<file path="config.mk">
export PLATFORM = sky130hd
export DESIGN_NAME = csr_file
export DESIGN_NICKNAME = d
export VERILOG_FILES = /design/src/rtl/csr_file.sv
export SDC_FILE = /design/constraint.sdc
export NUM_CORES = 1
export LEC_CHECK = 0
export ABC_AREA = 1
export CAP_MARGIN = 20
export CORE_ASPECT_RATIO = 1.4
export CORE_UTILIZATION = 40
export CTS_CLUSTER_SIZE = 40
export DETAILED_ROUTE_END_ITERATION = 10
export PLACE_DENSITY = 0.54
export SETUP_SLACK_MARGIN = 0.4
export SKIP_CTS_REPAIR_TIMING = 1
export SYNTH_ARGS = -nofsm -noshare
export SYNTH_HDL_FRONTEND = slang
export SYNTH_SLANG_ARGS = --single-unit
export TNS_END_PERCENT = 20
</file>
<file path="constraint.sdc">
create_clock -name clk -period 6.2 [get_ports clk]
set_input_delay 1.24 -clock clk [delete_from_list [all_inputs] [get_ports clk]]
set_output_delay 1.24 -clock clk [all_outputs]
set_load 0.02 [all_outputs]
</file>
<file path="src/rtl/csr_file.sv">
// CSR file: generic scratch registers plus 64-bit mcycle/minstret counters and their
// read-only shadows, behind a one-deep request/response handshake.
module csr_file #(
  parameter int unsigned XLEN         = 32,
  parameter int unsigned NUM_SCRATCH  = 1,
  parameter logic [11:0] SCRATCH_BASE = 12'h340
) (
  input  logic            clk,
  input  logic            reset_n,
  input  logic            req_valid,
  output logic            req_ready,
  input  logic [11:0]     req_addr,
  input  logic [1:0]      req_write_func,
  input  logic            req_input_sel,
  input  logic            req_read_enable,
  input  logic            req_write_enable,
  input  logic [XLEN-1:0] req_rs1_data,
  input  logic [4:0]      req_uimm,
  input  logic            retire,
  output logic            resp_valid,
  input  logic            resp_ready,
  output logic [XLEN-1:0] resp_rdata,
  output logic            resp_illegal
);

  localparam logic [1:0] WF_NONE = 2'd0;
  localparam logic [1:0] WF_RW   = 2'd1;
  localparam logic [1:0] WF_RS   = 2'd2;
  localparam logic [1:0] WF_RC   = 2'd3;
  // High counter halves only exist as separate CSRs on a 32-bit datapath.
  localparam bit HAS_HI = (XLEN == 32);

  typedef enum logic {IDLE = 1'b0, RESP = 1'b1} state_e;

  state_e          state_q, state_d;
  logic [XLEN-1:0] scratch_q [NUM_SCRATCH];
  logic [XLEN-1:0] scratch_d [NUM_SCRATCH];
  logic [63:0]     mcycle_q, mcycle_d;
  logic [63:0]     minstret_q, minstret_d;
  logic [XLEN-1:0] resp_rdata_q, resp_rdata_d;
  logic            resp_illegal_q, resp_illegal_d;

  logic [11:0]     scr_off;
  logic            scr_hit;
  logic            addr_ok;
  logic            sel_mc_lo, sel_mc_hi, sel_mi_lo, sel_mi_hi;
  logic [XLEN-1:0] old_val;
  logic [XLEN-1:0] operand;
  logic [XLEN-1:0] new_val;
  logic            illegal;
  logic            accept;
  logic            do_write;

  assign req_ready    = (state_q == IDLE);
  assign resp_valid   = (state_q == RESP);
  assign resp_rdata   = resp_rdata_q;
  assign resp_illegal = resp_illegal_q;
  assign accept       = req_valid && req_ready;

  // Address decode and pre-write value of the addressed CSR.
  always_comb begin
    scr_off   = req_addr - SCRATCH_BASE;
    scr_hit   = (scr_off < 12'(NUM_SCRATCH));
    addr_ok   = 1'b0;
    old_val   = '0;
    sel_mc_lo = 1'b0;
    sel_mc_hi = 1'b0;
    sel_mi_lo = 1'b0;
    sel_mi_hi = 1'b0;
    if (scr_hit) begin
      addr_ok = 1'b1;
      for (int unsigned k = 0; k < NUM_SCRATCH; k++) begin
        if (scr_off == 12'(k)) old_val = scratch_q[k];
      end
    end else begin
      case (req_addr)
        12'hB00, 12'hC00: begin
          addr_ok   = 1'b1;
          sel_mc_lo = 1'b1;
          old_val   = XLEN'(mcycle_q);
        end
        12'hB80, 12'hC80: begin
          addr_ok   = HAS_HI;
          sel_mc_hi = 1'b1;
          old_val   = XLEN'(mcycle_q[63:32]);
        end
        12'hB02, 12'hC02: begin
          addr_ok   = 1'b1;
          sel_mi_lo = 1'b1;
          old_val   = XLEN'(minstret_q);
        end
        12'hB82, 12'hC82: begin
          addr_ok   = HAS_HI;
          sel_mi_hi = 1'b1;
          old_val   = XLEN'(minstret_q[63:32]);
        end
        default: addr_ok = 1'b0;
      endcase
    end
  end

  // Legality, operand selection and read-modify-write result.
  always_comb begin
    illegal = !addr_ok
           || (req_write_enable && (req_addr[11:10] == 2'b11))
           || (req_write_func == WF_NONE);
    operand = req_input_sel ? XLEN'(req_uimm) : req_rs1_data;
    case (req_write_func)
      WF_RW:   new_val = operand;
      WF_RS:   new_val = old_val | operand;
      WF_RC:   new_val = old_val & ~operand;
      default: new_val = old_val;
    endcase
    do_write = accept && req_write_enable && !illegal;
  end

  // Next state: handshake FSM, response capture, CSR updates and counters.
  always_comb begin
    state_d        = state_q;
    resp_rdata_d   = resp_rdata_q;
    resp_illegal_d = resp_illegal_q;
    scratch_d      = scratch_q;
    mcycle_d       = mcycle_q + 64'd1;
    minstret_d     = minstret_q + 64'(retire);

    case (state_q)
      IDLE: begin
        if (accept) begin
          state_d        = RESP;
          resp_illegal_d = illegal;
          resp_rdata_d   = (req_read_enable && !illegal) ? old_val : '0;
        end
      end
      RESP: begin
        if (resp_ready) state_d = IDLE;
      end
    endcase

    // A written counter half wins over the increment; the other half holds.
    if (do_write) begin
      for (int unsigned k = 0; k < NUM_SCRATCH; k++) begin
        if (scr_hit && (scr_off == 12'(k))) scratch_d[k] = new_val;
      end
      if (sel_mc_lo) begin
        mcycle_d            = mcycle_q;
        mcycle_d[XLEN-1:0]  = new_val;
      end
      if (sel_mc_hi) begin
        mcycle_d            = mcycle_q;
        mcycle_d[63:32]     = new_val[31:0];
      end
      if (sel_mi_lo) begin
        minstret_d           = minstret_q;
        minstret_d[XLEN-1:0] = new_val;
      end
      if (sel_mi_hi) begin
        minstret_d           = minstret_q;
        minstret_d[63:32]    = new_val[31:0];
      end
    end
  end

  always_ff @(posedge clk or negedge reset_n) begin
    if (!reset_n) begin
      state_q        <= IDLE;
      resp_rdata_q   <= '0;
      resp_illegal_q <= 1'b0;
      scratch_q      <= '{default: '0};
      mcycle_q       <= '0;
      minstret_q     <= '0;
    end else begin
      state_q        <= state_d;
      resp_rdata_q   <= resp_rdata_d;
      resp_illegal_q <= resp_illegal_d;
      scratch_q      <= scratch_d;
      mcycle_q       <= mcycle_d;
      minstret_q     <= minstret_d;
    end
  end

endmodule

</file>
==> impl_metrics.env <==
export IMPL_synthCells=2470
export IMPL_num_io_pins=94
export IMPL_crit_type="primary input to flip-flop"
export IMPL_cpPeakStageDelay_ps=850
export IMPL_fin_crit_ps=4590
export IMPL_synthXorXnorAreaFrac_pct=4.02
export IMPL_synth_top_area_cell="dfrtp_1"
export IMPL_status="complete, no violations"
export IMPL_cts_tree="yes"
export IMPL_tns_ps=0
export IMPL_slowest_stage="nor2_2"
export IMPL_finalNonFillerCells=3010
export IMPL_crit_fanout=33
export IMPL_worstSetupEndpointType="flip-flop"
export IMPL_crit_path_start_kind="primary input"
export IMPL_cp_required_ps=6630
export IMPL_wl_um=85000
export IMPL_overflow=0
export IMPL_ctsHtreeMaxLevel=4
export IMPL_yosysUniqueCellTypes=44
export IMPL_dpl_hpwl_um=66400
export IMPL_core_area_um2=37800
export IMPL_synth_nets=2532
export IMPL_antenna_found_initial=0
export IMPL_max_slew_margin_pct=23.1
export IMPL_synthAdderAreaFrac_pct=0.243
export IMPL_cts_sinks=194
export IMPL_power_density_nw_per_um2=181
export IMPL_synth_top_area_share_pct=31.4
export IMPL_grt_pass1_vias=17699
export IMPL_drc=0
export IMPL_synth_most_common_cell="nand2_1"
export IMPL_vias=18601
export IMPL_finalHoldViolations=0
export IMPL_row_count=84
export IMPL_maxCapViolations=0
export IMPL_cts_made_buffers=17
export IMPL_start_util_pct=40.8
export IMPL_final_nets=2586
export IMPL_clock_latency_ps=490
export IMPL_ys_ff_latch=194
export IMPL_ant_nets=0
export IMPL_diodes=0
export IMPL_path_delay_family="simple AND/OR/NAND/NOR gates"
export IMPL_synthTopCellsByArea="dfrtp_1 31%, nand2_1 21%, nand3_1 10%, nor2_1 6.3%, inv_1 4.8%"
export IMPL_synth_edff_count=0
export IMPL_synth_compound_area_share_pct=12.3
export IMPL_fmax_mhz=218
export IMPL_ys_flop_type="dfrtp_1"
export IMPL_grt_max_degree=111
export IMPL_die_area_um2=39400
export IMPL_placed_cells=2977
export IMPL_finalSetupViolations=0
export IMPL_grt_util_all_layers_pct=43.5
export IMPL_gp_congestion=1.11
export IMPL_synth_top_family_by_area="simple AND/OR/NAND/NOR gates"
export IMPL_drt_vias_per_instance=6.18
export IMPL_wl_per_cell_um=28.2
export IMPL_die_w_um=168
export IMPL_yosysWarnings=0
export IMPL_fin_hold_ws_ps=479
export IMPL_cts_root_buf="clkbuf_16"
export IMPL_slew_viol_final=0
export IMPL_port_buffers=93
export IMPL_crit_top_cell="nand2_1"
export IMPL_yosysSeqAreaShare_pct=31.4
export IMPL_synth_area_per_cell_um2=6.26
export IMPL_tightest_slew_ps=1140
export IMPL_area_delta_synth_final_pct=12.5
export IMPL_clk_path_buf_depth=2
export IMPL_die_h_um=235
export IMPL_synth_mux_area_share_pct=0
export IMPL_drt_initial_drc_count=2312
export IMPL_min_path_type="flip-flop to flip-flop"
export IMPL_synth_area_um2=15500
export IMPL_synthTopCellsByCount="867 x nand2_1, 320 x nand3_1, 258 x nor2_1"
export IMPL_power_leakage_nw=8.11
export IMPL_synth_simple_area_share_pct=44.2
export IMPL_critPathBufInv=2
export IMPL_async_reset_ff_share_pct=100
export IMPL_finalClockSkew_ps=15.2
export IMPL_drive_gt1_share_pct=4.30
export IMPL_rsz0062_at_grt="no"
export IMPL_path_cells="clkdlybuf4s50_1, nand2_1, inv_1, nand2_1, nand2_2, nand3_1, nand3_2, nand3_1, nor2_1, nand2_1, nor2_2, nand2_1, nand3_1"
export IMPL_grt_first_pass_wirelength_um=121000
export IMPL_period_share_pct=74.1
export IMPL_cp_arrival_ps=5020
export IMPL_ir_worst_vdd_v=0.000201
export IMPL_drtPass1Iterations=6
export IMPL_cts_clk_slew_worst_paths_ps=90
[metrics by stage]
stage / instance area [um2] / setup WS (ps) / total power [mW] / util [%]
2_1_floorplan: 15500 / 3260 / 1.73 / -
3_3_place_gp: 16800 / 846 / 1.99 / 44.4
3_5_place_dp: 16800 / 1270 / 1.99 / 44.4
4_1_cts: 17400 / 1770 / 3.12 / 45.9
5_1_grt: 17400 / 1410 / 3.23 / 45.9
6_report: 17400 / 1610 / 3.14 / 45.9
[where the power goes]
part / leakage [nW] / switching [mW] / internal (mW)
sequential: 2.41 / 0.106 / 1.32
combinational: 5.43 / 0.380 / 0.183
clock: 0.275 / 0.592 / 0.562
total: 8.11 / 1.08 / 2.07
[placed cells by master, fill, tap and decap left out, drive strengths merged]
| cell | count |
|---|---|
| nand2 | 875 |
| nand3 | 322 |
| nor2 | 274 |
| inv | 206 |
| dfrtp | 194 |
| o21ai | 122 |
| clkdlybuf4s50 | 92 |
| xor2 | 64 |
| nor3 | 62 |
| nand4 | 60 |
| o211ai | 45 |
| a21oi | 44 |
| buf | 31 |
| a2bb2oi | 23 |
| a22o | 20 |
| clkbuf | 18 |
| a21o | 15 |
| a22oi | 14 |
| clkinv | 13 |
| o21bai | 12 |
| xnor2 | 7 |
| nand3b | 5 |
| o22ai | 4 |
| ha | 3 |
| or2 | 3 |
| and2 | 2 |
| o21a | 2 |
| clkinvlp | 2 |
| nor4 | 1 |
| and3 | 1 |
| bufinv | 1 |
[flip-flops by register name, indices dropped and copies added, names as in the netlist]
signal	flops
mcycle_q	64
resp_rdata	32
resp_valid	1
scratch_q	32
resp_illegal	1
minstret_q	64
[final cells by class]
class                   instances  area, um2
fillers                      4131      20500
multi-input cells            1980       9400
flip-flops and latches        194       4850
repair buffers                123       1190
inverters                     208        782
well taps                     473        592
clock buffers                  18        439
clock inverters                14        115
[path summary, 6_finish.rpt]
kind | from | to | slack, ps | cells past startpoint
max in group asynchronous | reset_n | mcycle_q[39] | 4230 | 2
max | req_addr[10] | mcycle_q[41] | 1610 | 13
max reg2reg | minstret_q[0] | minstret_q[35] | 2950 | 14
min reg2reg | resp_rdata[22] | resp_rdata[22] | 480 | 1
min in group asynchronous | reset_n | minstret_q[33] | 860 | 1
min | resp_rdata[22] | resp_rdata[22] | 480 | 1
[cells by family after synthesis]
kind of cell / count (synthesis)
adder cells (fa/ha/maj): 3
AND/OR/NAND/NOR: 1605
XOR/XNOR: 71
buffers and inverters: 296
AO/OA/AOI/OAI: 301
flip-flops: 194
[worst register-to-register path, cell delays in order (launching register included)]
cell and delay (ps):
dfrtp_1 390, ha_1 360, nand3_1 380, inv_1 180, nand2_1 150, inv_1 240
nand2_1 160, nor2_1 120, nand4_1 190, nor2_1 520, nand3_1 150, nand2_1 120
nand2_1 60, nand2_1 70, nand2_1 50
[per-layer routing]
| layer | wire (um) | track usage, % | up-vias |
|---|---|---|---|
| met5 | 0 | 0 | - |
| met4 | 8950 | 40.6 | 0 |
| met3 | 6520 | 7.23 | 348 |
| met2 | 39600 | 72.1 | 1129 |
| met1 | 29900 | 47.8 | 8890 |
| li1 | - | - | 8234 |
No activity file was read; power rests on OpenSTA's default activity.
